--- src/rtl/psg_bus_responder_if.sv ---
// CPU-side sound bus as seen by the PSG register file.
// The bus carries the BDIR/BC1 mode pair, write data, read-back data and the
// read drive enable. The CPU port logic uses the master side and
// psg_bus_responder uses the slave side.
interface psg_bus_responder_if;
  logic       bdir;
  logic       bc;
  logic [7:0] data_i;
  logic [7:0] data_o;
  logic       data_oe;

  modport master (
    output bdir,
    output bc,
    output data_i,
    input  data_o,
    input  data_oe
  );

  modport slave (
    input  bdir,
    input  bc,
    input  data_i,
    output data_o,
    output data_oe
  );
endinterface

--- src/rtl/psg_bus_responder.sv ---
// PSG-side bus responder for the FM-7 sound path (CLKSYS domain).
// It decodes the BDIR/BC1 modes (00 IDLE, 01 READ, 10 WRITE, 11 LATCH) and
// owns the 16-entry AY-3-8910/YM2149 register file. The registers feed the
// tone, noise and envelope generators directly.
// Optional build macro PSG_CHIPSEL_EN: the chip answers only while
// addr_q[7:4] == CHIP_ADDR. Without it the upper address nibble is ignored.
module psg_bus_responder #(
  parameter logic [3:0] CHIP_ADDR = 4'h0,
  parameter logic [7:0] READ_IDLE = 8'hFF
) (
  input  logic              clk,
  input  logic              reset,
  psg_bus_responder_if.slave bus,
  output logic [11:0]       tone_a,
  output logic [11:0]       tone_b,
  output logic [11:0]       tone_c,
  output logic [4:0]        noise_period,
  output logic [7:0]        mixer,
  output logic [4:0]        amp_a,
  output logic [4:0]        amp_b,
  output logic [4:0]        amp_c,
  output logic [15:0]       env_period,
  output logic [3:0]        env_shape,
  output logic              env_restart,
  output logic [7:0]        ioa_out,
  output logic [7:0]        iob_out,
  input  logic [7:0]        ioa_in,
  input  logic [7:0]        iob_in
);

  localparam logic [1:0] ST_IDLE  = 2'b00;
  localparam logic [1:0] ST_READ  = 2'b01;
  localparam logic [1:0] ST_WRITE = 2'b10;
  localparam logic [1:0] ST_LATCH = 2'b11;

  logic [1:0] state_q;
  logic [1:0] state_d;
  logic [7:0] din_q;
  logic [7:0] addr_q;
  logic [7:0] addr_d;
  logic [7:0] wdata_q;
  logic [7:0] wdata_d;
  logic [7:0] regs_q [16];
  logic       sel;
  logic       commit;
  logic [3:0] idx;
  logic [7:0] rd_mux;
  logic [7:0] data_o_q;
  logic [7:0] data_o_d;
  logic       data_oe_q;
  logic       data_oe_d;
  logic       env_restart_q;
  logic       env_restart_d;

  // Storage keeps all 8 bits. Unused upper bits read back as zero.
  function automatic logic [7:0] read_mask(input logic [3:0] ridx, input logic [7:0] val);
    case (ridx)
      4'd1, 4'd3, 4'd5, 4'd13: return {4'h0, val[3:0]};
      4'd6, 4'd8, 4'd9, 4'd10: return {3'b000, val[4:0]};
      default:                 return val;
    endcase
  endfunction

  // The incoming mode pair is the next FSM state.
  assign state_d = {bus.bdir, bus.bc};
  assign idx     = addr_q[3:0];

`ifdef PSG_CHIPSEL_EN
  assign sel = (addr_q[7:4] == CHIP_ADDR);
`else
  logic unused_sel_bits;
  assign sel             = 1'b1;
  assign unused_sel_bits = ^{addr_q[7:4], CHIP_ADDR};
`endif

  // Register the bus inputs once. The registered mode is the FSM state.
  always_ff @(posedge clk or posedge reset) begin
    if (reset) begin
      state_q <= ST_IDLE;
      din_q   <= 8'h00;
    end else begin
      state_q <= state_d;
      din_q   <= bus.data_i;
    end
  end

  // LATCH cycles load the address and WRITE cycles load the write data.
  // In both cases the last cycle of a run wins.
  always_comb begin
    addr_d  = addr_q;
    wdata_d = wdata_q;
    if (state_q == ST_LATCH) addr_d = din_q;
    if (state_q == ST_WRITE) wdata_d = din_q;
  end

  // A WRITE run commits once, on the clock where the state leaves WRITE.
  // The commit uses the address held before any following LATCH takes effect.
  assign commit = (state_q == ST_WRITE) && (state_d != ST_WRITE) && sel;

  // Hold the address and write-data latches.
  always_ff @(posedge clk or posedge reset) begin
    if (reset) begin
      addr_q  <= 8'h00;
      wdata_q <= 8'h00;
    end else begin
      addr_q  <= addr_d;
      wdata_q <= wdata_d;
    end
  end

  // Update the register file when a committed write lands.
  always_ff @(posedge clk or posedge reset) begin
    if (reset) begin
      for (int i = 0; i < 16; i++) regs_q[i] <= 8'h00;
    end else if (commit) begin
      regs_q[idx] <= wdata_d;
    end
  end

  // Read mux. Each I/O port reads its pins while the mixer marks it as an input.
  always_comb begin
    rd_mux = read_mask(idx, regs_q[idx]);
    if (idx == 4'd14) rd_mux = regs_q[7][6] ? regs_q[14] : ioa_in;
    if (idx == 4'd15) rd_mux = regs_q[7][7] ? regs_q[15] : iob_in;
  end

  always_comb begin
    data_oe_d     = (state_q == ST_READ) && sel;
    data_o_d      = data_oe_d ? rd_mux : READ_IDLE;
    env_restart_d = commit && (idx == 4'd13);
  end

  // Register the read-back, drive enable and envelope restart strobe.
  always_ff @(posedge clk or posedge reset) begin
    if (reset) begin
      data_o_q      <= READ_IDLE;
      data_oe_q     <= 1'b0;
      env_restart_q <= 1'b0;
    end else begin
      data_o_q      <= data_o_d;
      data_oe_q     <= data_oe_d;
      env_restart_q <= env_restart_d;
    end
  end

  assign bus.data_o   = data_o_q;
  assign bus.data_oe  = data_oe_q;
  assign env_restart  = env_restart_q;

  assign tone_a       = {regs_q[1][3:0], regs_q[0]};
  assign tone_b       = {regs_q[3][3:0], regs_q[2]};
  assign tone_c       = {regs_q[5][3:0], regs_q[4]};
  assign noise_period = regs_q[6][4:0];
  assign mixer        = regs_q[7];
  assign amp_a        = regs_q[8][4:0];
  assign amp_b        = regs_q[9][4:0];
  assign amp_c        = regs_q[10][4:0];
  assign env_period   = {regs_q[12], regs_q[11]};
  assign env_shape    = regs_q[13][3:0];
  assign ioa_out      = regs_q[14];
  assign iob_out      = regs_q[15];

endmodule

--- src/flat_wrapper.sv ---
// flat-port wrapper written by rule: the top's interface ports become plain ports
module psg_bus_responder_flat 
#(
  parameter logic [3:0] CHIP_ADDR = 4'h0,
  parameter logic [7:0] READ_IDLE = 8'hFF
)
  (clk, reset, tone_a, tone_b, tone_c, noise_period, mixer, amp_a, amp_b, amp_c, env_period, env_shape, env_restart, ioa_out, iob_out, ioa_in, iob_in, bus_bdir, bus_bc, bus_data_i, bus_data_o, bus_data_oe);
  psg_bus_responder_if bus_i ();
  input  logic clk;
  input  logic reset;
  output logic [11:0] tone_a;
  output logic [11:0] tone_b;
  output logic [11:0] tone_c;
  output logic [4:0] noise_period;
  output logic [7:0] mixer;
  output logic [4:0] amp_a;
  output logic [4:0] amp_b;
  output logic [4:0] amp_c;
  output logic [15:0] env_period;
  output logic [3:0] env_shape;
  output logic env_restart;
  output logic [7:0] ioa_out;
  output logic [7:0] iob_out;
  input  logic [7:0] ioa_in;
  input  logic [7:0] iob_in;
  input wire logic [$bits(bus_i.bdir)-1:0] bus_bdir;
  input wire logic [$bits(bus_i.bc)-1:0] bus_bc;
  input wire logic [$bits(bus_i.data_i)-1:0] bus_data_i;
  output wire logic [$bits(bus_i.data_o)-1:0] bus_data_o;
  output wire logic [$bits(bus_i.data_oe)-1:0] bus_data_oe;
  assign bus_i.bdir = bus_bdir;
  assign bus_i.bc = bus_bc;
  assign bus_i.data_i = bus_data_i;
  assign bus_data_o = bus_i.data_o;
  assign bus_data_oe = bus_i.data_oe;
  psg_bus_responder #(.CHIP_ADDR(CHIP_ADDR), .READ_IDLE(READ_IDLE)) u_core (.clk(clk), .reset(reset), .bus(bus_i), .tone_a(tone_a), .tone_b(tone_b), .tone_c(tone_c), .noise_period(noise_period), .mixer(mixer), .amp_a(amp_a), .amp_b(amp_b), .amp_c(amp_c), .env_period(env_period), .env_shape(env_shape), .env_restart(env_restart), .ioa_out(ioa_out), .iob_out(iob_out), .ioa_in(ioa_in), .iob_in(iob_in));
endmodule
--- config.mk ---
export PLATFORM = sky130hd
export DESIGN_NAME = psg_bus_responder_flat
export DESIGN_NICKNAME = d
export VERILOG_FILES = /design/src/rtl/psg_bus_responder_if.sv /design/src/rtl/psg_bus_responder.sv /design/src/flat_wrapper.sv
export SDC_FILE = /design/constraint.sdc
export NUM_CORES = 1
export LEC_CHECK = 0
export ABC_AREA = 1
export CORE_MARGIN = 5
export CORE_UTILIZATION = 35
export CTS_CLUSTER_DIAMETER = 60
export CTS_CLUSTER_SIZE = 12
export DETAILED_ROUTE_END_ITERATION = 16
export SLEW_MARGIN = 20
export SYNTH_ARGS = -nofsm -noshare
export SYNTH_HDL_FRONTEND = slang
export SYNTH_SLANG_ARGS = --single-unit
--- constraint.sdc ---
create_clock -name clk -period 10.71 [get_ports clk]
set_clock_uncertainty 0.1 [all_clocks]
set_input_delay 2.142 -clock clk [delete_from_list [all_inputs] [get_ports clk]]
set_output_delay 2.142 -clock clk [all_outputs]
set_load 0.02 [all_outputs]
==> flow_metrics.env <==
export IMPL_post_cts_setup_buffers=0
export IMPL_share_clk_of_total_power_pct=26.5
export IMPL_cts_buffer_depth=2
export IMPL_hold_class="flop to flop"
export IMPL_clkTransAtPathRegs_ns=0.06
export IMPL_fmax_mhz=239.6
export IMPL_setup_viol=0
export IMPL_place_inst=1303
export IMPL_worst_pin_slew_ns=1.084
export IMPL_synth_compound_gate_area_share_pct=13.35
export IMPL_antenna_diode_count=0
export IMPL_synth_area_um2=8218
export IMPL_grt_first_pass_wirelength_mm=37.37
export IMPL_cts_sinks=160
export IMPL_final_hold_violation_count=0
export IMPL_min_from="u_core.mixer[2]"
export IMPL_die_x_um=163.2
export IMPL_p_leak_uw=0.004306
export IMPL_hold_path_end="u_core.mixer[2]"
export IMPL_nets=1031
export IMPL_yosysSeqAreaShare_pct=48.84
export IMPL_switchingPower_uw=876.1
export IMPL_grt_overflow_total=0
export IMPL_avgViaCountPerCell=4.866
export IMPL_postRouteAntennaNets=0
export IMPL_yosysUniqueCellTypes=29
export IMPL_slowest_stage="dfrtp_1"
export IMPL_status="complete, no violations"
export IMPL_ys_seq_elements=160
export IMPL_finalCriticalPeriod_ns=4.174
export IMPL_required_ns=8.47
export IMPL_postSynthAreaPerCell_um2=8.343
export IMPL_maxCapViolCount=0
export IMPL_cts_max_level=4
export IMPL_grt_pass1_vias=6263
export IMPL_start_kind="flop"
export IMPL_powerDensity_nw_per_um2=242.4
export IMPL_r2r_end="u_core.bus.data_o[1]"
export IMPL_slew_headroom_pct=27.75
export IMPL_fill_cells=2364
export IMPL_rr_worst_depth=7
export IMPL_ios=138
export IMPL_layout_setup_ws_ns=6.536
export IMPL_dieHeight_um=163.2
export IMPL_hpwl_mm=17.22
export IMPL_synth_simple_gate_area_share_pct=19.31
export IMPL_power_frac_seq_pct=38.7
export IMPL_slew_violations=0
export IMPL_grt_start_max_net_pins=88
export IMPL_cts_buffers=17
export IMPL_path_max_fanout=18
export IMPL_p_int_uw=1469
export IMPL_cts_tree="built"
export IMPL_vias=6496
export IMPL_muxShareOfSynthArea_pct=2.467
export IMPL_final_common_cell="nand2_1"
export IMPL_cts_resized=0
export IMPL_period_share_pct=38.97
export IMPL_yosys_warnings=0
export IMPL_track_usage_pct=18.50
export IMPL_final_cells=1335
export IMPL_wl_mm=24.42
export IMPL_preCtsSetupSlack_ns=6.341
export IMPL_r2r_start="u_core.addr_q[1]"
export IMPL_coreArea_um2=23260
export IMPL_slowest_delay_ns=0.76
export IMPL_firstDrtPassIters=6
export IMPL_vdd_drop_max_v=0.0001316
export IMPL_drcViolationCount=0
export IMPL_post_drt_wl_per_cell_um=18.30
export IMPL_busiest_layer="met2"
export IMPL_endpoint_kind="output pin"
export IMPL_drive_gt1_share_pct=9.843
export IMPL_layout_common_cells="nand2_1, dfrtp_1, clkdlybuf4s50_1"
export IMPL_num_rows=56
export IMPL_start_util_pct=35.33
export IMPL_whs_path_depth=1
export IMPL_power_total_uw=2346
export IMPL_swShare_pct=37.35
export IMPL_cp_buffers_inverters=1
export IMPL_die_area_um2=26640
export IMPL_synthAdderAreaFrac_pct=0
export IMPL_dr_first_iter_drc_count=592
export IMPL_clk_latency_ns=0.44
export IMPL_antenna_found_initial=0
export IMPL_critPathTopFamily="flip-flops"
export IMPL_gp_congestion=0.8844
export IMPL_r2r_slack_ns=7.58
export IMPL_combPwrFrac_pct=34.8
export IMPL_arrival_ns=1.93
export IMPL_whs_ns=0.4404
export IMPL_post_synth_xor_area_fraction_pct=0
export IMPL_synth_top_family_by_area="simple AND/OR/NAND/NOR gates"
export IMPL_tns_ns=0
export IMPL_grtUsageMet2_pct=29.47
export IMPL_synth_fp_nets=1013
export IMPL_grt_setup_unrepaired="no"
export IMPL_use_met3_pct=4.164
export IMPL_grt_util_met1_pct=25.55
export IMPL_syn_inst=985
export IMPL_crit_path_cell_trace="clkdlybuf4s50_1"
export IMPL_areaGrowthSynthToFinish_pct=17.77
export IMPL_crit_type="flop to output pin"
export IMPL_hold_buffers=0
export IMPL_root_buffer="clkbuf_16"
export IMPL_io_buffers=137
[power by group through the flow]
| stage | Combinational, uW | Sequential [uW] | Clock (uW) |
|---|---|---|---|
| floorplan | 635 | 861 | 0 |
| global placement | 811 | 918 | 0 |
| detailed placement | 819 | 921 | 0 |
| CTS | 823 | 911 | 630 |
| global route | 888 | 933 | 657 |
| finish | 816 | 909 | 621 |
[metal layers]
metal | part of all wire [%] | vias to the layer above
met5 | 0 | -
met4 | 1.6 | 0
met3 | 7.1 | 22
met2 | 48 | 244
met1 | 44 | 3125
li1 | - | 3105
[worst max-delay path by stage]
stage | from | endpoint | slack [ns] | cells after the start
after floorplan | reset | u_core.addr_q[0] | 4.16 | 1
after global placement | reset | u_core.din_q[1] | 6.37 | 3
after detailed placement | reset | u_core.wdata_q[1] | 6.34 | 3
after CTS | u_core.mixer[7] | mixer[7] | 6.49 | 1
after global routing | u_core.mixer[7] | mixer[7] | 6.40 | 1
final | u_core.mixer[7] | mixer[7] | 6.54 | 1
[cell usage after synthesis]
cell	number	area, um^2
nand2_1	261	979.7
dfrtp_1	152	3804
buf_4	105	788.3
o21ai_0	101	505.5
inv_1	88	330.3
nor2_1	71	266.5
a31oi_1	35	219.0
a21oi_1	27	135.1
buf_2	22	110.1
o21ai_1	17	85.08
mux2_2	16	180.2
clkbuf_1	13	48.80
o22ai_1	11	68.82
dfstp_2	8	210.2
nor3_4	8	130.1
inv_2	7	26.28
nor2_2	7	43.79
a22oi_1	6	45.04
nand2_2	6	37.54
nand4_1	6	37.54
nor2_4	4	45.04
nand3_1	3	15.01
o211ai_1	3	22.52
buf_1	2	7.510
mux2_1	2	22.52
a21oi_4	1	16.27
inv_4	1	6.260
nand2_4	1	11.26
nor2_8	1	20.02
[state kept, by name (all words and copies together) (netlist names), 5 cells and up]
signal and count:
u_core.tone_c 12, u_core.iob_out 8, u_core.env_period 16, u_core.ioa_out 8
u_core.tone_b 12, u_core.wdata_q 8, u_core.noise_period 5, u_core.bus.data_o 8
u_core.mixer 8, u_core.amp_a 5, u_core.tone_a 12, u_core.din_q 8
u_core.regs_q 28, u_core.amp_b 5, u_core.amp_c 5
[cell type report]
cell class / count / area [um^2] / area share, %
Clock inverter: 13 / 151.4 / 1.564
Timing Repair Buffer: 141 / 1401 / 14.48
Tap cell: 319 / 399.1 / 4.124
Clock buffer: 19 / 442.9 / 4.577
Sequential cell: 160 / 4014 / 41.47
Multi-Input combinational cell: 587 / 2902 / 29.98
Inverter: 96 / 367.9 / 3.801
[stage by stage]
step | utilization [%] | instance area (um^2)
floorplan | - | 8218
global placement | 39.05 | 9084
detailed placement | 39.05 | 9084
CTS | 41.60 | 9678
global route | 41.60 | 9678
finish | 41.60 | 9678
[logic make-up (layout without fill, tap and decap cells)]
logic type | Yosys count | count (layout)
AOI/OAI and AO/OA | 201 | 201
DFF | 160 | 160
muxes | 18 | 18
buffers and inverters | 238 | 269
and+or+nand+nor | 368 | 368
Note: power is estimated with default switching activity, not from simulation.
